===== src/rtl/iob_eth_mii_rx_pkg.sv =====
// Shared definitions for the MII receive framer: FSM states, nibble codes,
// CRC-32 constants and the layout of a FIFO entry.
package iob_eth_mii_rx_pkg;

  typedef enum logic [2:0] {
    ST_IDLE,
    ST_PRE,
    ST_LO,
    ST_HI,
    ST_DROP
  } rx_state_t;

  localparam logic [3:0] PRE_NIB = 4'h5;
  localparam logic [3:0] SFD_NIB = 4'hD;

  localparam logic [31:0] CRC_POLY    = 32'h04C11DB7;
  localparam logic [31:0] CRC_INIT    = 32'hFFFFFFFF;
  localparam logic [31:0] CRC_RESIDUE = 32'hC704DD7B;

  localparam int unsigned ENTRY_W  = 10;
  localparam int unsigned BYTE_LSB = 0;
  localparam int unsigned LAST_BIT = 8;
  localparam int unsigned ERR_BIT  = 9;

  function automatic logic [31:0] bit_rev32(input logic [31:0] v);
    logic [31:0] r;
    r = '0;
    for (int unsigned i = 0; i < 32; i++) r[i] = v[31-i];
    return r;
  endfunction

  // LSB-first CRC-32 update; the register therefore holds the reflected form
  function automatic logic [31:0] crc32_byte(input logic [31:0] crc, input logic [7:0] b);
    logic [31:0] c;
    c = crc ^ {24'h0, b};
    for (int unsigned i = 0; i < 8; i++)
      c = c[0] ? ((c >> 1) ^ bit_rev32(CRC_POLY)) : (c >> 1);
    return c;
  endfunction

endpackage


===== src/rtl/iob_eth_mii_rx_framer_if.sv =====
// Byte-stream handshake from the framer FIFO head toward the ethernet core.
interface iob_eth_mii_rx_framer_if;
  logic [7:0] data_o;
  logic       valid_o;
  logic       last_o;
  logic       err_o;
  logic       ready_i;

  modport master (output data_o, output valid_o, output last_o, output err_o, input ready_i);
  modport slave  (input data_o, input valid_o, input last_o, input err_o, output ready_i);
endinterface


===== src/rtl/iob_eth_mii_rx_fifo.sv =====
// Synchronous first-word-fall-through FIFO of framer entries; push and pop
// in the same cycle are allowed even when full.
module iob_eth_mii_rx_fifo
  import iob_eth_mii_rx_pkg::*;
#(
  parameter int unsigned AW = 4
) (
  input  logic               clk_i,
  input  logic               rst_n_i,
  input  logic               push_i,
  input  logic [ENTRY_W-1:0] push_data_i,
  input  logic               pop_i,
  output logic [ENTRY_W-1:0] pop_data_o,
  output logic               full_o,
  output logic               empty_o
);
  localparam int unsigned DEPTH = 2 ** AW;

  logic [ENTRY_W-1:0] mem [DEPTH];
  logic [AW-1:0]      wr_ptr_q;
  logic [AW-1:0]      rd_ptr_q;
  logic [AW:0]        cnt_q;
  logic               do_push;
  logic               do_pop;

  assign full_o     = (cnt_q == (AW+1)'(DEPTH));
  assign empty_o    = (cnt_q == '0);
  assign do_pop     = pop_i & ~empty_o;
  assign do_push    = push_i & (~full_o | do_pop);
  assign pop_data_o = mem[rd_ptr_q];

  always_ff @(posedge clk_i) begin
    if (do_push) mem[wr_ptr_q] <= push_data_i;
  end

  always_ff @(posedge clk_i) begin
    if (!rst_n_i) begin
      wr_ptr_q <= '0;
      rd_ptr_q <= '0;
      cnt_q    <= '0;
    end else begin
      if (do_push) wr_ptr_q <= wr_ptr_q + 1'b1;
      if (do_pop)  rd_ptr_q <= rd_ptr_q + 1'b1;
      if (do_push && !do_pop)      cnt_q <= cnt_q + 1'b1;
      else if (!do_push && do_pop) cnt_q <= cnt_q - 1'b1;
    end
  end

endmodule


===== src/rtl/iob_eth_mii_rx_framer.sv =====
// MII RX framer: strips preamble/SFD, packs nibbles into bytes, tags frame end
// and errors, and buffers bytes in a FWFT FIFO. Optional FCS check: IOB_ETH_MII_RX_FCS_CHECK_EN.
module iob_eth_mii_rx_framer
  import iob_eth_mii_rx_pkg::*;
#(
  parameter int unsigned FIFO_AW       = 4,
  parameter int unsigned MIN_PRE_NIB   = 2,
  parameter int unsigned MAX_FRAME_LEN = 1522
) (
  input  logic                    clk_i,
  input  logic                    rst_n_i,
  input  logic                    mii_rx_dv_i,
  input  logic                    mii_rx_er_i,
  input  logic [3:0]              mii_rx_data_i,
  iob_eth_mii_rx_framer_if.master rx_if,
  output logic                    busy_o,
  output logic [15:0]             frame_cnt_o,
  output logic [15:0]             err_cnt_o
);
  localparam int unsigned PC_W = $clog2(MIN_PRE_NIB + 2);
  localparam int unsigned BC_W = $clog2(MAX_FRAME_LEN + 2);

  rx_state_t          state_q, state_d;
  logic [PC_W-1:0]    pre_cnt_q, pre_cnt_d;
  logic [3:0]         lo_q, lo_d;
  logic [BC_W-1:0]    byte_cnt_q, byte_cnt_d;
  logic               err_flag_q, err_flag_d;
  logic               stage_vld_q, stage_vld_d;
  logic [7:0]         stage_byte_q, stage_byte_d;
  logic               pend_q, pend_d;
  logic               pend_err_q, pend_err_d;
  logic [15:0]        frame_cnt_q, err_cnt_q;

  logic               push, push_last, push_err;
  logic [ENTRY_W-1:0] push_entry, head_entry;
  logic               fifo_full, fifo_empty, pop, can_push;
  logic               eof, eof_err, frame_err, inc_frame, inc_err;
  logic [7:0]         new_byte;

`ifdef IOB_ETH_MII_RX_FCS_CHECK_EN
  logic [31:0]        crc_q, crc_d;
  // register runs LSB-first, so the good-frame residue appears bit-reversed
  assign frame_err = err_flag_q | (crc_q != bit_rev32(CRC_RESIDUE));
`else
  assign frame_err = err_flag_q;
`endif

  assign pop      = ~fifo_empty & rx_if.ready_i;
  assign can_push = ~fifo_full | pop;
  assign new_byte = {mii_rx_data_i, lo_q};

  always_comb begin
    state_d      = state_q;
    pre_cnt_d    = pre_cnt_q;
    lo_d         = lo_q;
    byte_cnt_d   = byte_cnt_q;
    err_flag_d   = err_flag_q;
    stage_vld_d  = stage_vld_q;
    stage_byte_d = stage_byte_q;
    pend_d       = pend_q;
    pend_err_d   = pend_err_q;
    push         = 1'b0;
    push_last    = 1'b0;
    push_err     = 1'b0;
    eof          = 1'b0;
    eof_err      = 1'b0;
    inc_frame    = 1'b0;
    inc_err      = 1'b0;
`ifdef IOB_ETH_MII_RX_FCS_CHECK_EN
    crc_d        = crc_q;
`endif
    // a pending termination only exists while no frame is being received
    if (pend_q && can_push) begin
      push        = 1'b1;
      push_last   = 1'b1;
      push_err    = pend_err_q;
      stage_vld_d = 1'b0;
      pend_d      = 1'b0;
    end

    unique case (state_q)
      ST_IDLE: begin
        if (mii_rx_dv_i) begin
          if (mii_rx_data_i == PRE_NIB && !pend_q) begin
            state_d   = ST_PRE;
            pre_cnt_d = PC_W'(1);
          end else begin
            state_d = ST_DROP;
          end
        end
      end
      ST_PRE: begin
        if (!mii_rx_dv_i) begin
          state_d = ST_IDLE;
        end else if (mii_rx_data_i == PRE_NIB) begin
          if (pre_cnt_q != '1) pre_cnt_d = pre_cnt_q + 1'b1;
        end else if (mii_rx_data_i == SFD_NIB && pre_cnt_q >= PC_W'(MIN_PRE_NIB)) begin
          state_d    = ST_LO;
          byte_cnt_d = '0;
          err_flag_d = 1'b0;
`ifdef IOB_ETH_MII_RX_FCS_CHECK_EN
          crc_d      = CRC_INIT;
`endif
        end else begin
          state_d = ST_DROP;
        end
      end
      ST_LO: begin
        if (mii_rx_dv_i) begin
          lo_d       = mii_rx_data_i;
          err_flag_d = err_flag_q | mii_rx_er_i;
          state_d    = ST_HI;
        end else begin
          eof     = 1'b1;
          eof_err = frame_err;
          state_d = ST_IDLE;
        end
      end
      ST_HI: begin
        if (mii_rx_dv_i) begin
          // overflow and over-length both truncate: keep the staged byte as the last one
          if (byte_cnt_q == BC_W'(MAX_FRAME_LEN) || (stage_vld_q && !can_push)) begin
            state_d = ST_DROP;
            if (stage_vld_q) begin
              pend_d     = 1'b1;
              pend_err_d = 1'b1;
            end else begin
              inc_err = 1'b1;
            end
          end else begin
            err_flag_d   = err_flag_q | mii_rx_er_i;
            push         = stage_vld_q;
            stage_byte_d = new_byte;
            stage_vld_d  = 1'b1;
            byte_cnt_d   = byte_cnt_q + 1'b1;
`ifdef IOB_ETH_MII_RX_FCS_CHECK_EN
            crc_d        = crc32_byte(crc_q, new_byte);
`endif
            state_d      = ST_LO;
          end
        end else begin
          eof     = 1'b1;
          eof_err = 1'b1;
          state_d = ST_IDLE;
        end
      end
      ST_DROP: begin
        if (!mii_rx_dv_i) state_d = ST_IDLE;
      end
      default: state_d = ST_IDLE;
    endcase

    if (eof) begin
      if (!stage_vld_q) begin
        inc_err = 1'b1;
      end else if (can_push) begin
        push        = 1'b1;
        push_last   = 1'b1;
        push_err    = eof_err;
        stage_vld_d = 1'b0;
      end else begin
        pend_d     = 1'b1;
        pend_err_d = eof_err;
      end
    end

    if (push && push_last) begin
      if (push_err) inc_err   = 1'b1;
      else          inc_frame = 1'b1;
    end
  end

  always_comb begin
    push_entry                     = '0;
    push_entry[BYTE_LSB +: 8]      = stage_byte_q;
    push_entry[LAST_BIT]           = push_last;
    push_entry[ERR_BIT]            = push_err;
  end

  always_ff @(posedge clk_i) begin
    if (!rst_n_i) begin
      state_q      <= ST_IDLE;
      pre_cnt_q    <= '0;
      lo_q         <= '0;
      byte_cnt_q   <= '0;
      err_flag_q   <= 1'b0;
      stage_vld_q  <= 1'b0;
      stage_byte_q <= '0;
      pend_q       <= 1'b0;
      pend_err_q   <= 1'b0;
      frame_cnt_q  <= '0;
      err_cnt_q    <= '0;
`ifdef IOB_ETH_MII_RX_FCS_CHECK_EN
      crc_q        <= CRC_INIT;
`endif
    end else begin
      state_q      <= state_d;
      pre_cnt_q    <= pre_cnt_d;
      lo_q         <= lo_d;
      byte_cnt_q   <= byte_cnt_d;
      err_flag_q   <= err_flag_d;
      stage_vld_q  <= stage_vld_d;
      stage_byte_q <= stage_byte_d;
      pend_q       <= pend_d;
      pend_err_q   <= pend_err_d;
      if (inc_frame && frame_cnt_q != '1) frame_cnt_q <= frame_cnt_q + 1'b1;
      if (inc_err && err_cnt_q != '1)     err_cnt_q   <= err_cnt_q + 1'b1;
`ifdef IOB_ETH_MII_RX_FCS_CHECK_EN
      crc_q        <= crc_d;
`endif
    end
  end

  iob_eth_mii_rx_fifo #(
    .AW(FIFO_AW)
  ) u_fifo (
    .clk_i      (clk_i),
    .rst_n_i    (rst_n_i),
    .push_i     (push),
    .push_data_i(push_entry),
    .pop_i      (pop),
    .pop_data_o (head_entry),
    .full_o     (fifo_full),
    .empty_o    (fifo_empty)
  );

  assign rx_if.valid_o = ~fifo_empty;
  assign rx_if.data_o  = fifo_empty ? '0 : head_entry[BYTE_LSB +: 8];
  assign rx_if.last_o  = ~fifo_empty & head_entry[LAST_BIT];
  assign rx_if.err_o   = ~fifo_empty & head_entry[ERR_BIT];
  assign busy_o        = (state_q != ST_IDLE);
  assign frame_cnt_o   = frame_cnt_q;
  assign err_cnt_o     = err_cnt_q;

endmodule


===== src/flat_wrapper.sv =====
// flat-port wrapper written by rule: the top's interface ports become plain ports
module iob_eth_mii_rx_framer_flat import iob_eth_mii_rx_pkg::*;
#(
  parameter int unsigned FIFO_AW       = 4,
  parameter int unsigned MIN_PRE_NIB   = 2,
  parameter int unsigned MAX_FRAME_LEN = 1522
)
  (clk_i, rst_n_i, mii_rx_dv_i, mii_rx_er_i, mii_rx_data_i, busy_o, frame_cnt_o, err_cnt_o, rx_if_data_o, rx_if_valid_o, rx_if_last_o, rx_if_err_o, rx_if_ready_i);
  iob_eth_mii_rx_framer_if rx_if_i ();
  input  logic clk_i;
  input  logic rst_n_i;
  input  logic mii_rx_dv_i;
  input  logic mii_rx_er_i;
  input  logic [3:0] mii_rx_data_i;
  output logic busy_o;
  output logic [15:0] frame_cnt_o;
  output logic [15:0] err_cnt_o;
  output wire logic [$bits(rx_if_i.data_o)-1:0] rx_if_data_o;
  output wire logic [$bits(rx_if_i.valid_o)-1:0] rx_if_valid_o;
  output wire logic [$bits(rx_if_i.last_o)-1:0] rx_if_last_o;
  output wire logic [$bits(rx_if_i.err_o)-1:0] rx_if_err_o;
  input wire logic [$bits(rx_if_i.ready_i)-1:0] rx_if_ready_i;
  assign rx_if_data_o = rx_if_i.data_o;
  assign rx_if_valid_o = rx_if_i.valid_o;
  assign rx_if_last_o = rx_if_i.last_o;
  assign rx_if_err_o = rx_if_i.err_o;
  assign rx_if_i.ready_i = rx_if_ready_i;
  iob_eth_mii_rx_framer #(.FIFO_AW(FIFO_AW), .MIN_PRE_NIB(MIN_PRE_NIB), .MAX_FRAME_LEN(MAX_FRAME_LEN)) u_core (.clk_i(clk_i), .rst_n_i(rst_n_i), .mii_rx_dv_i(mii_rx_dv_i), .mii_rx_er_i(mii_rx_er_i), .mii_rx_data_i(mii_rx_data_i), .rx_if(rx_if_i), .busy_o(busy_o), .frame_cnt_o(frame_cnt_o), .err_cnt_o(err_cnt_o));
endmodule

===== config.mk =====
export PLATFORM = sky130hd
export DESIGN_NAME = iob_eth_mii_rx_framer_flat
export DESIGN_NICKNAME = d
export VERILOG_FILES = /design/src/rtl/iob_eth_mii_rx_pkg.sv /design/src/rtl/iob_eth_mii_rx_framer_if.sv /design/src/rtl/iob_eth_mii_rx_fifo.sv /design/src/rtl/iob_eth_mii_rx_framer.sv /design/src/flat_wrapper.sv
export SDC_FILE = /design/constraint.sdc
export NUM_CORES = 1
export LEC_CHECK = 0
export CAP_MARGIN = 20
export CORE_UTILIZATION = 55
export CTS_CLUSTER_SIZE = 16
export DETAILED_ROUTE_END_ITERATION = 7
export GPL_TIMING_DRIVEN = 0
export PLACE_DENSITY_LB_ADDON = 0.05
export RECOVER_POWER = 50
export SLEW_MARGIN = 40
export SYNTH_ARGS = -nofsm -noshare
export SYNTH_HDL_FRONTEND = slang
export SYNTH_SLANG_ARGS = --single-unit

===== constraint.sdc =====
create_clock -name clk_i -period 8.7 [get_ports clk_i]
set_input_delay 0.87 -clock clk_i [delete_from_list [all_inputs] [get_ports clk_i]]
set_output_delay 0.87 -clock clk_i [all_outputs]
set_load 0.02 [all_outputs]

Yosys cells after proc, flatten, opt, wreduce, memory -nomap -nowiden
Memories as Yosys holds them, arrays and structs flattened. A register that Yosys moved wholly into a read port is not among the register bits.
Cells that the tools add are included.
{ "totals": {"memories": 1, "inputBits": 9, "mem_bits_rw": 160, "word_cells": 172, "ff_bits": 77} }
{ "mem_list": {"columns": ["memory", "words", "word_bits", "read_ports", "rd_ports_with_merged_regs", "write_ports", "line_no", "text"], "rows": [
  ["u_core.u_fifo.mem", 16, 10, 1, 1, 1, "iob_eth_mii_rx_fifo.sv:19", "logic [ENTRY_W-1:0] mem [DEPTH];"]
]} }
{ "classes": {"order_cmp": 1, "n_bitwise": 11, "n_addsub": 8, "n_mux": 86, "n_eq_ne": 23, "reduce_logical": 28} }
{ "ops": {"columns": ["operator", "count"], "rows": [
  ["2-to-1 mux 1 bit", 57],
  ["2-to-1 mux 11 bit", 5],
  ["adder 16 x 1 -> 16 bit (second input constant)", 2],
  ["!= test 16 bit (second input constant)", 2],
  ["2-to-1 mux 3 bit", 8],
  ["case mux 11 bit (2 select lines)", 1],
  ["!= test 2 bit (second input constant)", 8],
  ["case mux 3 bit (5 select lines)", 1],
  ["2-to-1 mux 2 bit", 6],
  ["AND reduction 6 bit", 2],
  ["adder 11 x 1 -> 11 bit (second input constant)", 1],
  ["equality test 11 bit (second input constant)", 1],
  ["2-to-1 mux 5 bit", 2],
  ["logical AND 1 bit", 9],
  ["adder 4 x 1 -> 4 bit (second input constant)", 2],
  ["2-to-1 mux 4 bit", 2],
  ["2-to-1 mux 8 bit", 1],
  ["!= test 2 x 1 -> 1 bit (second input constant)", 4],
  ["AND reduction 7 bit", 1],
  ["equality test 3 x 2 -> 1 bit (second input constant)", 2],
  ["AND reduction 3 bit", 2],
  ["nonzero test 2 bit", 3],
  ["nonzero test 3 bit", 2],
  ["adder 5 x 1 -> 5 bit (second input constant)", 1],
  ["other kinds (21)", 32]
]} }

Logic depth before layout (Yosys ltp)
Gate-level depths: netlist of run 1.
{ "depth": {"word_depth": 18, "depth_mapped": 15, "depth_no_buf": 15} }

Hierarchy
Synthesis of run 1 repeated with hierarchy kept, for this count alone.
{ "unflattened": {"hier_cells": 771, "hier_area_um2": 10357.4} }
{ "by_module_without_submodules": {"columns": ["mod", "cells_per_inst", "seq_area_each_um2", "instances", "area_per_inst_um2"], "rows": [
  ["iob_eth_mii_rx_fifo", 358, 5144.9, 1, 6959.2],
  ["iob_eth_mii_rx_framer", 413, 1281.2, 1, 3398.3]
]} }

Worst setup path after synthesis of run 1
Ideal clock, no wire load.
{ "synth_timing": {"kind": "input port to flip-flop", "startpoint": "input mii_rx_dv_i", "endpoint": "register u_core.u_fifo.cnt_q[4]", "path_slack_ns": 5.292, "cell_stages": 12, "n_path_buf": 0, "arrival_time_ns": 3.337, "required_time_ns": 8.630, "cell_sequence": "nand4b_1 -> a41o_1 -> a221o_1 -> clkinv_1 -> ha_1 -> inv_1 -> fa_1 -> a21o_1 -> a21oi_1 -> xnor2_1 -> or3_1 -> a21oi_1"} }
{ "synth_via": {"elab_chain_len": 9, "elab_cells_between_ends": 13, "cone_classes": "8 x mux; 1 x bitwise; 4 x reduce/logical"} }
{ "synth_rtl": {"columns": ["item", "line_no", "text"], "rows": [
  ["start, declared", "flat_wrapper.sv:12", "input logic mii_rx_dv_i;"],
  ["2-to-1 mux 1 bit", "iob_eth_mii_rx_framer.sv:120", "if (mii_rx_dv_i) begin"],
  ["2-to-1 mux 1 bit", "iob_eth_mii_rx_framer.sv:81", "unique case (state_q)"],
  ["2-to-1 mux 1 bit", "iob_eth_mii_rx_framer.sv:156", "end else if (can_push) begin"],
  ["2-to-1 mux 1 bit", "iob_eth_mii_rx_framer.sv:154", "if (!stage_vld_q) begin"],
  ["2-to-1 mux 1 bit *", "iob_eth_mii_rx_framer.sv:153", "if (eof) begin"],
  ["bitwise AND 1 bit *", "iob_eth_mii_rx_fifo.sv:29", "assign do_push = push_i & (~full_o | do_pop);"],
  ["named net u_core.u_fifo.do_push", "iob_eth_mii_rx_fifo.sv:23", "logic do_push;"],
  ["logical NOT 1 bit", "iob_eth_mii_rx_fifo.sv:45", "else if (!do_push && do_pop) cnt_q <= cnt_q - 1'b1;"],
  ["logical AND 1 bit", "iob_eth_mii_rx_fifo.sv:45", null],
  ["nonzero test 2 bit (no line)", null, null],
  ["end signal, assigned", "iob_eth_mii_rx_fifo.sv:44", "if (do_push && !do_pop) cnt_q <= cnt_q + 1'b1;"],
  ["end signal, assigned", "iob_eth_mii_rx_fifo.sv:45", null],
  ["end, declared", "iob_eth_mii_rx_fifo.sv:22", "logic [AW:0] cnt_q;"]
]} }
Mark *: on every way through the listed nets, which the timed path passes. The rest lies on a longest branch.
A chain may end at the register's enable or synchronous reset.

==> results of run 1 <==
## per-stage QoR
stage               instances  worst slack (ps)  instance area [sq um]
floorplan                 727              5290                  10200
global placement         1008              4040                  11000
detailed placement       1020              4260                  11100
CTS                      1066              4550                  12000
global route             1066              4400                  12000
finish                   1066              4580                  12000
## critical path: cells and delay by family, from the launching register on
family | cells | cell delay [ps]
buffers and inverters | 3 | 1120
DFF | 1 | 300
muxes | 2 | 1110
and+or+nand+nor | 1 | 170
## per-layer routing
metal	up-vias	global-route usage	wire length, microns
met3	49	0.0378	1110
met5	-	0	0
met2	193	0.419	11500
li1	2974	-	-
met4	0	0.0804	679
met1	3164	0.307	9170
## sequential cells by signal, summed over array words and instances, names as in the netlist, 4 cells and up, named ones only
signal / count
u_core.u_fifo.rd_ptr_q: 4
u_core.lo_q: 4
u_core.frame_cnt_o: 16
u_core.stage_byte_q: 8
u_core.err_cnt_o: 16
u_core.u_fifo.wr_ptr_q: 4
u_core.byte_cnt_q: 11
u_core.u_fifo.mem: 160
u_core.u_fifo.cnt_q: 5
## final timing paths
check,startpoint,endpoint,slack (ps),cells after the start
worst max-delay path,flip-flop,rx_if_data_o[1],4580,6
worst min-delay path,u_core.lo_q[0],u_core.lo_q[0],500,2
worst max register to register,u_core.u_fifo.cnt_q[0],u_core.u_fifo.cnt_q[4],4750,13
worst min register to register,u_core.lo_q[0],u_core.lo_q[0],500,2
## cells in the mapped netlist (all sizes together), types with 6 or more instances
library cell,count,area share
mux2i,13,0.013
xor2,16,0.014
xnor2,8,0.0069
nor3,10,0.0049
and3,8,0.0049
dfxtp,81,0.16
buf,15,0.0079
mux4,50,0.11
or4,7,0.0052
nor4,8,0.0049
nand4,13,0.0080
and2,20,0.012
clkbuf,24,0.0089
o21ai,17,0.0084
nor2,55,0.020
nand2b,6,0.0037
a21oi,34,0.017
o211ai,6,0.0044
edfxtp,160,0.47
nand2,41,0.016
or3,15,0.0092
inv,20,0.0074
nand3,27,0.014
ha,15,0.018
## where the power goes
part           internal, W   total, W  switching (W)
sequential         0.00121    0.00121    0.000000921
clock             0.000689    0.00114       0.000446
combinational   0.00000772  0.0000222      0.0000144
## cell type report
cell class	count	share of cell area
Sequential cell	241	0.537
Multi-Input combinational cell	426	0.296
Clock buffer	30	0.0547
Timing Repair Buffer	64	0.0493
Tap cell	229	0.0239
Clock inverter	16	0.0187
Buffer	39	0.0140
Inverter	21	0.00658
## logic make-up (layout without fill, tap and decap cells)
family	count (synthesis)	after routing	synth area share
DFF	241	241	0.632
and+or+nand+nor	230	230	0.121
AOI/OAI and AO/OA	93	93	0.0584
muxes	63	63	0.123
buffers and inverters	60	170	0.0245
xor gates and xnor gates	24	24	0.0207
adders and majority gates	16	16	0.0204
## cell usage in the layout (no fill, tap or decap), drive strengths merged, types with 17 or more instances in the layout
cell type	count
a21oi	34
and2	20
buf	24
clkbuf	57
clkdlybuf4s50	17
dfxtp	81
dlygate4sd3	35
edfxtp	160
inv	21
mux4	50
nand2	41
nand3	27
nor2	55
o21ai	17
==> results.yml, run 1 <==
clock_tree:
  hold_buffers: 0
  cts_sinks: 241
  cts_buffers: 25
  clk_pin_slew_worst_paths_ps: 60
  clk-insertion-delay-late_ps: 540
  cts_buffer_depth: 3
  cts_setup_buffers: 0
  cts_tree: "built"
  cts_root_buffer: "clkbuf_16"
  h-tree-depth: 1
  postCtsResizedCells: 0
timing:
  max_freq_mhz: 243
  rsz0062_at_grt: "no"
  hold_violations: 0
  drv_slew: 0
  fin_crit_ps: 4120
  hold_ws_ps: 497
  fin_worst_skew_ps: 18.6
  worst_pin_slew_ps: 1270
  setup_tns_ps: 0
  post-route-period-util: 0.474
  slew_headroom: 0.150
  setup_viol: 0
drt:
  drcViolationCount: 0
  ant_nets: 0
  viasPerCell: 5.98
  totalWireLength_microns: 22400
  first_pass_iters: 5
  vias: 6380
  routedWlPerCell_microns: 21.0
  dr.first_iter.drc_count: 429
global_route:
  grtUsageTotal: 0.240
  gr-total-overflow: 0
  grt_pass1_vias: 6444
  grt_pass1_wl_microns: 35600
  grt_max_degree: 18
  antenna_found_initial: 0
floorplan:
  initial_core_util: 0.564
  fp.dieH_microns: 138
  die_area_sq_um: 19000
  ios: 53
  num_rows: 49
  coreArea_sq_um: 18000
  die_x_microns: 138
yosys:
  ys.flop_type: "edfxtp_1"
  ys_ff_latch: 241
  ys_seq_area_frac: 0.632
  syn_area_sq_um: 10200
  synth_fp_nets: 752
  async_flop_share: 0
  synth_cell_types: 61
  syn_avg_cell_area_sq_um: 14.0
  syn_inst: 727
  synth_edf_count: 160
  yosysWarnings: 0
placement:
  gp_congestion: 0.885
  io_buffer_count: 52
  dp_hpwl_microns: 15400
power_and_ir_drop:
  static-leakage-power_nw: 4.23
  cellPowerDensity_nw_per_um2: 198
  irDropWorstVdd_mv: 0.229
  finalPower_w: 0.00236
critical_path:
  cp_slowest_cell: "mux4_2"
  crit_fanout: 10
  cp.required_ps: 7830
  worstPathCellList: "clkbuf_1 > buf_2 > mux4_2 > mux4_2 > and2_1 > clkdlybuf4s50_1"
  startpoint_type: "flip-flop"
  path_class: "reg -> out"
  critPathArrivalTime_ps: 3250
  crit_path_frequent_cell: "mux4_2"
  endpoint_kind: "output port"
  crit_path_max_incr_delay_ps: 610
finish:
  layout-drive-gt1-share: 0.159
  seq_area_sq_um: 6430
  multi_input_area_sq_um: 3540
  area_growth_pct: 17.7
  fillers: 1314
  antenna_cells: 0
  utilization: 0.664
  layout.nets: 843
flow_run:
  max-cap-violations: 0
hold_path:
  hold_class: "reg -> reg"
run_status:
  status: "complete, no violations"
(Power assumes the default switching activity.)
==> run 2, diff against run 1 <==
==> constraint.sdc (replaced) <==
create_clock -name clk_i -period 3.8 [get_ports clk_i]
set_input_delay 0.38 -clock clk_i [delete_from_list [all_inputs] [get_ports clk_i]]
set_output_delay 0.38 -clock clk_i [all_outputs]
set_load 0.02 [all_outputs]
==> run 2 against run 1 <==
Non-clock buffer count unchanged. Power increased by 130%. Clock-buffer cell count did not move. First-iteration DRC count down 8.2%. Wire length fell by 0.24%.
==> results.yml, run 2 (synthesized netlist as in run 1, its figures left out) <==
run_status:
  status: "complete, no violations"
timing:
  slew_headroom: 0.154
  fin_worst_skew_ps: 19.9
  setup_tns_ps: 0
  post-route-period-util: 0.951
  setup_viol: 0
  rsz0062_at_grt: "no"
  hold_violations: 0
  worst_pin_slew_ps: 1260
  max_freq_mhz: 277
  fin_crit_ps: 3610
  drv_slew: 0
global_route:
  grt_pass1_vias: 6444
  antenna_found_initial: 0
  gr-total-overflow: 0
  grt_max_degree: 18
  grt_pass1_wl_microns: 35600
  grtUsageTotal: 0.240
hold_path:
  hold_class: "in -> reg"
clock_tree:
  cts_sinks: 241
  cts_tree: "built"
  clk_pin_slew_worst_paths_ps: 60
  cts_buffers: 25
  clk-insertion-delay-late_ps: 540
  h-tree-depth: 1
  cts_buffer_depth: 3
  cts_root_buffer: "clkbuf_16"
finish:
  antenna_cells: 0
  layout_common_cells: "160 x edfxtp_1, 81 x dfxtp_1, 51 x nor2_1"
  largest_reg_flops: 160
  area_growth_pct: 18.0
  utilization: 0.666
  layout_commonest_cell: "edfxtp_1"
  layout-drive-gt1-share: 0.164
  largest-register: "u_core.u_fifo.mem"
  fin_cells: 1066
  layout.nets: 843
  fin_area_sq_um: 12000
critical_path:
  crit_path_end: "rx_if_data_o[1]"
  reg2reg_to: "u_core.u_fifo.cnt_q[4]"
  startpoint_type: "flip-flop"
  r2r-start: "u_core.byte_cnt_q[0]"
  reg2reg_depth: 14
  cp.required_ps: 3420
  critPathArrivalTime_ps: 3230
  path_class: "reg -> out"
  crit_fanout: 10
  reg2reg_slack_ps: 240
  endpoint_kind: "output port"
drt:
  drcViolationCount: 0
  viasPerCell: 5.97
  routedWlPerCell_microns: 21.0
  dr.first_iter.drc_count: 394
  first_pass_iters: 4
  totalWireLength_microns: 22400
  ant_nets: 0
  vias: 6362
floorplan:
  initial_core_util: 0.564
  coreArea_sq_um: 18000
  die_x_microns: 138
  ios: 53
  num_rows: 49
  fp.dieH_microns: 138
  die_area_sq_um: 19000
power_and_ir_drop:
  cellPowerDensity_nw_per_um2: 451
  p_comb_frac: 0.009
  p_int_w: 0.00436
  p_sw_frac: 0.195
  seqPwrFrac: 0.510
  static-leakage-power_nw: 4.24
  irDropWorstVdd_mv: 0.525
  power.net_switching_w: 0.00106
  finalPower_w: 0.00542
  clkPwrFrac: 0.480
placement:
  placed_cell_area_sq_um: 11100
  io_buffer_count: 52
  dp_hpwl_microns: 15400
  gp_congestion: 0.885
  dp.cells: 1020
flow_run:
  max-cap-violations: 0
[run 2: routing by layer]
metal / GRT usage / vias up / part of all wire
met1: 0.307 / 3153 / 0.41
met4: 0.0804 / 0 / 0.031
li1: - / 2970 / -
met3: 0.0378 / 51 / 0.051
met5: 0 / - / 0
met2: 0.419 / 188 / 0.51
[run 2: how the worst min path moves through the flow]
stage                        start                   to  cells after the start
2_1_floorplan    u_core.pend_err_q    u_core.pend_err_q                      2
3_3_place_gp   u_core.pre_cnt_q[1]  u_core.pre_cnt_q[1]                      2
3_5_place_dp        u_core.lo_q[0]       u_core.lo_q[0]                      2
4_1_cts                mii_rx_er_i    u_core.err_flag_q                      3
5_1_grt                mii_rx_er_i    u_core.err_flag_q                      3
6_report               mii_rx_er_i    u_core.err_flag_q                      3
[run 2: timing repair]
item,in CTS,in global routing
hold buffers,0,0
endpoints found under the setup margin,2,2
resized for setup,2,2
pin swaps,0,0
setup buffers,0,0
[run 2: metrics by stage]
step | setup WS [ps] | hold slack, ps
floorplan | 654 | 457
global placement | -374 | 473
detailed placement | -183 | 483
CTS | 136 | 467
global route | 3.92 | 488
finish | 188 | 488
[run 2: power groups by stage]
| stage | Combinational [W] | Sequential, W | Clock [W] |
|---|---|---|---|
| floorplan | 0.0000249 | 0.00282 | 0 |
| finish | 0.0000510 | 0.00276 | 0.00260 |
| global placement | 0.0000499 | 0.00282 | 0 |
| global route | 0.0000551 | 0.00276 | 0.00275 |
| CTS | 0.0000510 | 0.00276 | 0.00263 |
| detailed placement | 0.0000509 | 0.00282 | 0 |
[run 2: area by class of cell]
cell class / instances / area, sq um
buffer: 39 / 169
clock buffer: 30 / 654
clock inverter: 16 / 224
fill: 1306 / 6020
inverter: 21 / 82.6
multi-input combinational: 426 / 3570
sequential: 241 / 6430
tap: 229 / 287
timing repair buffer: 64 / 591
[run 2: worst max-delay path: stages, from the launching register on]
cell and delay (ps):
dfxtp_1 300, clkbuf_1 200, buf_2 380, mux4_2 610, mux4_2 500, and2_1 170, clkdlybuf4s50_1 520
==> run 3, diff against run 2 <==
--- a/config.mk
+++ b/config.mk
@@ -5,8 +5,10 @@
 export SDC_FILE = /design/constraint.sdc
 export NUM_CORES = 1
 export LEC_CHECK = 0
+export ABC_CLOCK_PERIOD_IN_PS = 3800
 export CAP_MARGIN = 20
 export CORE_UTILIZATION = 55
+export CTS_BUF_LIST = sky130_fd_sc_hd__clkbuf_4 sky130_fd_sc_hd__clkbuf_8
 export CTS_CLUSTER_SIZE = 16
 export DETAILED_ROUTE_END_ITERATION = 7
 export GPL_TIMING_DRIVEN = 0
==> run 3 against run 2 <==
Sequential share of layout area grew 0.49 points. Power fell by 7.4%. Clock skew up 9.9 ps. Core utilization decreased by 0.60 points. Critical path type unchanged.
==> results.yml, run 3 (synthesized netlist as in run 1, its figures left out) <==
timing:
  setup_viol: 0
  rsz0062_at_grt: "no"
  drv_slew: 0
  max_freq_mhz: 279
  worst_pin_slew_ps: 1220
  slew_headroom: 0.183
  hold_ws_ps: 493
  hold_violations: 0
  fin_worst_skew_ps: 29.9
  fin_crit_ps: 3590
  post-route-period-util: 0.944
hold_path:
  whs_path_depth: 2
  min_from: "u_core.lo_q[0]"
  hold_path_end: "u_core.lo_q[0]"
  hold_class: "reg -> reg"
finish:
  fin_cells: 1091
  layout_commonest_cell: "edfxtp_1"
  multi_input_area_sq_um: 3570
  fin_area_sq_um: 11900
  layout.nets: 857
  area_growth_pct: 16.9
  fillers: 1333
  layout-drive-gt1-share: 0.186
  utilization: 0.660
  seq_area_sq_um: 6430
  layout_common_cells: "160 x edfxtp_1, 81 x dfxtp_1, 51 x nor2_1"
  antenna_cells: 0
  largest-register: "u_core.u_fifo.mem"
  largest_reg_flops: 160
placement:
  dp.cells: 1020
  gp_congestion: 0.885
  dp_hpwl_microns: 15400
  placed_cell_area_sq_um: 11100
  io_buffer_count: 52
clock_tree:
  cts_setup_buffers: 0
  cts_root_buffer: "clkbuf_8"
  cts_buffer_depth: 3
  cts_sinks: 241
  clk_pin_slew_worst_paths_ps: 60
  clk-insertion-delay-late_ps: 530
  cts_buffers: 39
  cts_tree: "built"
  h-tree-depth: 2
drt:
  vias: 6462
  totalWireLength_microns: 22500
  dr.first_iter.drc_count: 435
  viasPerCell: 5.92
  ant_nets: 0
  routedWlPerCell_microns: 20.6
  drcViolationCount: 0
  first_pass_iters: 4
global_route:
  grt_max_degree: 18
  grt_pass1_vias: 6579
  grt_pass1_wl_microns: 35700
  gr-total-overflow: 0
  grtUsageTotal: 0.243
  antenna_found_initial: 0
floorplan:
  die_area_sq_um: 19000
  fp.dieH_microns: 138
  coreArea_sq_um: 18000
  initial_core_util: 0.564
  ios: 53
  die_x_microns: 138
  num_rows: 49
critical_path:
  endpoint_kind: "output port"
  r2r-start: "u_core.byte_cnt_q[0]"
  critPathArrivalTime_ps: 3210
  startpoint_type: "flip-flop"
  reg2reg_depth: 14
  crit_fanout: 10
  path_class: "reg -> out"
  cp.required_ps: 3420
  reg2reg_slack_ps: 230
  reg2reg_to: "u_core.u_fifo.cnt_q[4]"
power_and_ir_drop:
  cellPowerDensity_nw_per_um2: 422
  finalPower_w: 0.00501
  static-leakage-power_nw: 4.22
  irDropWorstVdd_mv: 0.265
flow_run:
  max-cap-violations: 0
run_status:
  status: "complete, no violations"
## run 3: cell types whose count changed in the layout (fill, tap and decap cells not counted), sizes merged
cell / change
clkinvlp: -1
buf: -1
bufinv: -5
clkinv: +2
clkbuf: +30
## run 3: worst max-delay path by stage
stage | start | end | cells after the start
2_1_floorplan | u_core.u_fifo.cnt_q[0] | u_core.u_fifo.cnt_q[4] | 13
3_3_place_gp | mii_rx_dv_i | u_core.u_fifo.mem[0][8] | 5
3_5_place_dp | u_core.u_fifo.cnt_q[0] | u_core.u_fifo.cnt_q[4] | 13
4_1_cts | flip-flop | rx_if_data_o[1] | 6
5_1_grt | flip-flop | rx_if_last_o | 6
6_report | flip-flop | rx_if_data_o[1] | 6
## run 3: final cells by class
type,count,share of cell area
clock buffers,59,0.0604
inverters,21,0.00694
well taps,229,0.0241
plain buffers,39,0.0136
flip-flops and latches,241,0.540
repair buffers,64,0.0496
multi-input cells,426,0.300
clock inverters,12,0.00494
## run 3: where the power goes
part / total [W] / switching (W) / leakage (nW) / internal [W]
clock network: 0.00220 / 0.000988 / 0.415 / 0.00121
logic: 0.0000509 / 0.0000330 / 1.46 / 0.0000179
registers: 0.00276 / 0.00000219 / 2.34 / 0.00276
## run 3: what timing repair did
item,4_1_cts,5_1_grt
endpoints found under the setup margin,2,2
cloned,0,0
gates resized for setup,2,2
pin swaps,0,0
hold buffers,0,0
## run 3: worst max-delay path, cell delays in order (launching register included)
cell and delay (ps):
dfxtp_1 300, clkbuf_1 210, buf_2 380, mux4_2 600
mux4_2 500, and2_1 170, clkdlybuf4s50_1 520
## run 3: routing by layer
layer / global-route usage / up-vias / share of wire
met1: 0.303 / 3225 / 0.41
met3: 0.0471 / 46 / 0.052
met2: 0.425 / 184 / 0.51
met4: 0.0804 / 0 / 0.025
met5: 0 / - / 0
li1: - / 3007 / -
## run 3: metrics by stage
stage | setup TNS [ps] | setup WS (ps)
detailed placement | -259 | -183
global placement | -16900 | -374
global route | 0 | 12.5
CTS | 0 | 133
floorplan | 0 | 654
finish | 0 | 212
